$ cat src/rtl/conv_word_serializer.sv
`default_nettype none
// ============================================================================
// Module   : conv_word_serializer
// Purpose  : Captures a DEPTH-word frame into a shadow bank and streams it out
//            one word per valid/ready transfer, flagging the final word.
// Revision : 1.0 - initial release
// ============================================================================
module conv_word_serializer #(
  parameter int   WIDTH   = 8,
  parameter int   DEPTH   = 9,
  parameter logic RST_VAL = 1'b0
) (
  input  logic                     clk,
  input  logic                     rst,
  input  logic                     load_i,
  input  logic [WIDTH*DEPTH-1:0]   par_data_i,
  input  logic                     start_i,
  input  logic                     abort_i,
  output logic                     m_valid_o,
  input  logic                     m_ready_i,
  output logic [WIDTH-1:0]         m_data_o,
  output logic                     m_last_o,
  output logic                     busy_o,
  output logic                     done_o,
  output logic                     aborted_o,
  output logic                     load_err_o
);

  localparam int              c_IW       = $clog2(DEPTH);
  localparam logic [c_IW-1:0] c_LAST_IDX = c_IW'(DEPTH - 1);
  localparam logic [c_IW-1:0] c_ONE      = c_IW'(1);

  typedef enum logic [0:0] {
    ST_IDLE = 1'b0,
    ST_SEND = 1'b1
  } state_t;

  state_t            r_state;
  state_t            w_state_nx;
  logic [c_IW-1:0]   r_index;
  logic [c_IW-1:0]   w_index_nx;
  logic [c_IW-1:0]   w_idx_inc;
  logic              r_loaded;
  logic              w_loaded_nx;
  logic              w_shadow_we;
  logic [WIDTH-1:0]  r_shadow   [DEPTH];
  logic [WIDTH-1:0]  w_par_word [DEPTH];

  logic              r_valid,    w_valid_nx;
  logic [WIDTH-1:0]  r_data,     w_data_nx;
  logic              r_last,     w_last_nx;
  logic              r_busy,     w_busy_nx;
  logic              r_done,     w_done_nx;
  logic              r_aborted,  w_aborted_nx;
  logic              r_load_err, w_load_err_nx;

  genvar gi;
  generate
    for (gi = 0; gi < DEPTH; gi++) begin : g_unpack
      assign w_par_word[gi] = par_data_i[gi*WIDTH +: WIDTH];
    end
  endgenerate

  assign w_idx_inc = r_index + c_ONE;

  always_comb begin
    w_state_nx    = r_state;
    w_index_nx    = r_index;
    w_loaded_nx   = r_loaded;
    w_shadow_we   = 1'b0;
    w_valid_nx    = r_valid;
    w_data_nx     = r_data;
    w_last_nx     = r_last;
    w_busy_nx     = r_busy;
    w_done_nx     = 1'b0;
    w_aborted_nx  = 1'b0;
    w_load_err_nx = 1'b0;

    unique case (r_state)
      ST_IDLE: begin
        w_valid_nx = 1'b0;
        w_busy_nx  = 1'b0;
        w_last_nx  = 1'b0;
        if (load_i) begin
          w_shadow_we = 1'b1;
          w_loaded_nx = 1'b1;
        end
        // A same-edge load feeds word 0 straight from the parallel input.
        if (start_i && (r_loaded || load_i)) begin
          w_state_nx = ST_SEND;
          w_index_nx = '0;
          w_valid_nx = 1'b1;
          w_busy_nx  = 1'b1;
          w_last_nx  = 1'b0;
          w_data_nx  = load_i ? w_par_word[0] : r_shadow[0];
        end
      end

      ST_SEND: begin
        w_load_err_nx = load_i;
        if (abort_i) begin
          w_state_nx   = ST_IDLE;
          w_index_nx   = '0;
          w_valid_nx   = 1'b0;
          w_busy_nx    = 1'b0;
          w_last_nx    = 1'b0;
          w_data_nx    = '0;
          w_aborted_nx = 1'b1;
        end else if (r_valid && m_ready_i) begin
          if (r_index == c_LAST_IDX) begin
            w_state_nx = ST_IDLE;
            w_index_nx = '0;
            w_valid_nx = 1'b0;
            w_busy_nx  = 1'b0;
            w_last_nx  = 1'b0;
            w_data_nx  = '0;
            w_done_nx  = 1'b1;
          end else begin
            w_index_nx = w_idx_inc;
            w_data_nx  = r_shadow[w_idx_inc];
            w_last_nx  = (w_idx_inc == c_LAST_IDX);
          end
        end
      end

      default: begin
        w_state_nx = ST_IDLE;
      end
    endcase
  end

  always_ff @(posedge clk) begin
    if (rst) begin
      r_state    <= ST_IDLE;
      r_index    <= '0;
      r_loaded   <= 1'b0;
      r_valid    <= 1'b0;
      r_data     <= '0;
      r_last     <= 1'b0;
      r_busy     <= 1'b0;
      r_done     <= 1'b0;
      r_aborted  <= 1'b0;
      r_load_err <= 1'b0;
      for (int k = 0; k < DEPTH; k++) begin
        r_shadow[k] <= {WIDTH{RST_VAL}};
      end
    end else begin
      r_state    <= w_state_nx;
      r_index    <= w_index_nx;
      r_loaded   <= w_loaded_nx;
      r_valid    <= w_valid_nx;
      r_data     <= w_data_nx;
      r_last     <= w_last_nx;
      r_busy     <= w_busy_nx;
      r_done     <= w_done_nx;
      r_aborted  <= w_aborted_nx;
      r_load_err <= w_load_err_nx;
      if (w_shadow_we) begin
        r_shadow <= w_par_word;
      end
    end
  end

  assign m_valid_o  = r_valid;
  assign m_data_o   = r_data;
  assign m_last_o   = r_last;
  assign busy_o     = r_busy;
  assign done_o     = r_done;
  assign aborted_o  = r_aborted;
  assign load_err_o = r_load_err;

endmodule
`default_nettype wire

$ cat config.mk
export PLATFORM = sky130hd
export DESIGN_NAME = conv_word_serializer
export DESIGN_NICKNAME = d
export VERILOG_FILES = /design/src/rtl/conv_word_serializer.sv
export SDC_FILE = /design/constraint.sdc
export NUM_CORES = 1
export LEC_CHECK = 0
export BUFFER_PORTS_ARGS = -buffer_cell sky130_fd_sc_hd__buf_2
export CELL_PAD_IN_SITES_DETAIL_PLACEMENT = 1
export CELL_PAD_IN_SITES_GLOBAL_PLACEMENT = 1
export CORE_MARGIN = 2
export CORE_UTILIZATION = 39
export CTS_CLUSTER_DIAMETER = 120
export DETAILED_ROUTE_END_ITERATION = 6
export GPL_ROUTABILITY_DRIVEN = 0
export PLACE_DENSITY_LB_ADDON = 0.1
export REMOVE_ABC_BUFFERS = 1
export SLEW_MARGIN = 20
export SYNTH_ARGS = -nofsm -noshare
export SYNTH_HDL_FRONTEND = slang
export SYNTH_SLANG_ARGS = --single-unit
$ cat constraint.sdc
create_clock -name clk -period 2.5 [get_ports clk]
set_input_delay 0.125 -clock clk [delete_from_list [all_inputs] [get_ports clk]]
set_output_delay 0.125 -clock clk [all_outputs]
set_load 0.02 [all_outputs]
==> reports/results.tsv <==
metric	value	unit
syn_inst	482	
grt_max_degree	74	
boundaryPins	92	
antenna_left	0	
drv_cap	0	
setup_viol	0	
antenna_found_initial	0	
worst_skew_pair.late_latency	0.36	ns
avgSynthCellArea	8.35	µm²
synth_area	4030	µm²
portBuffers	91	
critPathSlowestCell	and3_1	
drt_iter0_markers	159	
cts.root.buffer_cell	clkbuf_8	
ys_dominant_reg_cell	dfxtp_1	
synthDistinctLibCells	40	
hold_path.class	in2reg	
hold_ws	0.00802	ns
layout-drive-gt1-share	0.233	
final_util	0.500	
cts_setup_buffers	0	
timing.final.crit_share	0.814	
cpMostUsedCell	nand4_1	
setup_ws	0.464	ns
reg2reg_slack	0.46	ns
p_leak	2.06	nW
fin_cells	725	
finalPower	3.04	mW
required	2.79	ns
via_per_inst	5.29	
synth_warnings	0	
place_area	4600	µm²
hold_depth	3	
htreeDepth	3	
arrival	2.33	ns
clock_skew	0.0105	ns
numCtsBuffers	9	
fill_cells	1248	
rsz0062_at_grt	false	
grt_pass1_vias	3891	
synth_edf_count	0	
synthToLayoutAreaGrowth	26.4	%
synthTopCellsByCount	150 x nand2_1, 91 x dfxtp_1, 78 x a21oi_1, 26 x clkbuf_1, 24 x nand4_1	
clk_pin_slew_worst_paths	0.09	ns
seq_area_frac_synth	0.453	
grt_overflow	0	
max_freq	0.491	GHz
r2r_end	m_data_o[4]	
rr_startpoint	r_index[0]	
vias	3832	
grt_usage	0.220	
initial_core_util	0.395	
path_buf_inv	2	
hold_violations	0	
yosys.area.top_type	dfxtp_1	
hold_path_end	r_shadow[41]	
die-area	11100	µm²
period_needed	2.04	ns
dp_hpwl	8020	µm
synth_top_area_share	0.453	
drt_first_pass_iters	4	
synthArstFlopShare	0	
critical-path-top-delay-family	simple AND/OR/NAND/NOR gates	
slew_headroom	0.468	
fin_nets	666	
rows	37	
path_class	reg2reg	
ys_ff_latch	91	
totalWireLength	11900	µm
chipWidth	106	µm
dp.cells	680	
coreArea	10200	µm²
cp_max_fo	16	
yosysMostFrequentCell	nand2_1	
cts.sinks	91	
pre_cts_ws	0.533	ns
ys_top_cells_by_area	dfxtp_1 45%, nand2_1 14%, a21oi_1 9.7%, mux4_2 9.0%, nand4_1 3.7%	
vdd_ir_drop_max	0.359	mV
maxSlewViolCount	0	
endpoint_kind	flip-flop	
fin_setup_tns	0	ns
hold_path_startpoint	par_data_i[25]	
worstMarginPinSlew	0.794	ns
r2r_cells	7	
wire_per_inst	16.5	µm
antenna_cells	0	
cpPeakStageDelay	0.58	ns
cts_tree	built	
grt_pass1_wl	19600	µm
p_per_area	598	nW/µm²
stdcell_area	5090	µm²
drc	0	
path_cells	buf_4, inv_1, ha_1, nand3b_1, and3_1, nand4_1, nand4_1	
clock_path_buffers	2	
start_kind	flip-flop	
status	finished, final reports clean	
die_y	106	µm
repair_timing:
action,4_1_cts,5_1_grt
gates resized for setup,0,0
hold buffers,29,1
setup endpoints to repair,0,0
endpoints found under the hold margin,29,1
layer usage:
metal	vias up	track usage	share of wire
met3	18	0.0328	0.045
met5	-	0	0
li1	1883	-	-
met2	95	0.371	0.49
met4	0	0.0733	0.017
met1	1836	0.289	0.45
cell type report:
| class | count | area [µm²] | area share |
|---|---|---|---|
| Multi-Input combinational cell | 347 | 2030 | 0.400 |
| Sequential cell | 91 | 1820 | 0.358 |
| Timing Repair Buffer | 130 | 848 | 0.167 |
| Tap cell | 136 | 170 | 0.0334 |
| Clock buffer | 11 | 141 | 0.0278 |
| Clock inverter | 4 | 51.3 | 0.0101 |
| Inverter | 6 | 22.5 | 0.00443 |
worst max path at each step:
stage | startpoint | to | slack [ns] | cells after the start
after floorplan | r_state | r_shadow[0] | -0.56 | 3
after global placement | r_index[0] | m_data_o[1] | 0.61 | 8
after detailed placement | r_index[0] | m_data_o[1] | 0.53 | 7
after CTS | r_index[0] | m_data_o[2] | 0.46 | 7
after global routing | r_index[1] | m_data_o[0] | 0.24 | 5
final | r_index[0] | m_data_o[4] | 0.46 | 7
power by group:
part           internal (mW)  leakage, nW  switching (mW)
clock                  0.485       0.0954           0.521
sequential              1.54        0.746          0.0537
combinational          0.200         1.22           0.245
total                   2.22         2.06           0.820
state kept, by name (all words and copies together), names as in the netlist:
register / cells
aborted_o: 1
busy_o: 1
done_o: 1
load_err_o: 1
m_data_o: 8
m_last_o: 1
r_index: 4
r_loaded: 1
r_shadow: 72
r_state: 1
tightest hold or removal path, delay by kind of cell:
family	cells	cell delay, ns
buffers and inverters	1	0.09
AOI/OAI and AO/OA	1	0.05
and+or+nand+nor	1	0.05
cells in the final DEF, fill, tap and decap left out, drive strengths merged, types with 2 or more instances in the layout:
| master | n |
|---|---|
| mux2i | 8 |
| mux4 | 16 |
| clkinv | 3 |
| or3 | 2 |
| a32oi | 8 |
| nand4 | 24 |
| dlygate4sd3 | 30 |
| or4 | 2 |
| nand2 | 151 |
| inv | 5 |
| nor2b | 5 |
| ha | 3 |
| o21a | 2 |
| nor2 | 12 |
| o21ai | 6 |
| and3 | 4 |
| a21oi | 78 |
| nand4b | 2 |
| nand3 | 11 |
| clkbuf | 11 |
| buf | 100 |
| dfxtp | 91 |
cell families (layout without fill, tap and decap cells):
kind of cell | Yosys count | count (layout) | synth area share
mux | 24 | 24 | 0.109
simple gates | 219 | 219 | 0.242
fa+ha+maj | 3 | 3 | 0.00933
flops | 91 | 91 | 0.453
buf+inv | 44 | 151 | 0.0448
compound gates | 101 | 101 | 0.142
Power figures use the tool's default switching activity.
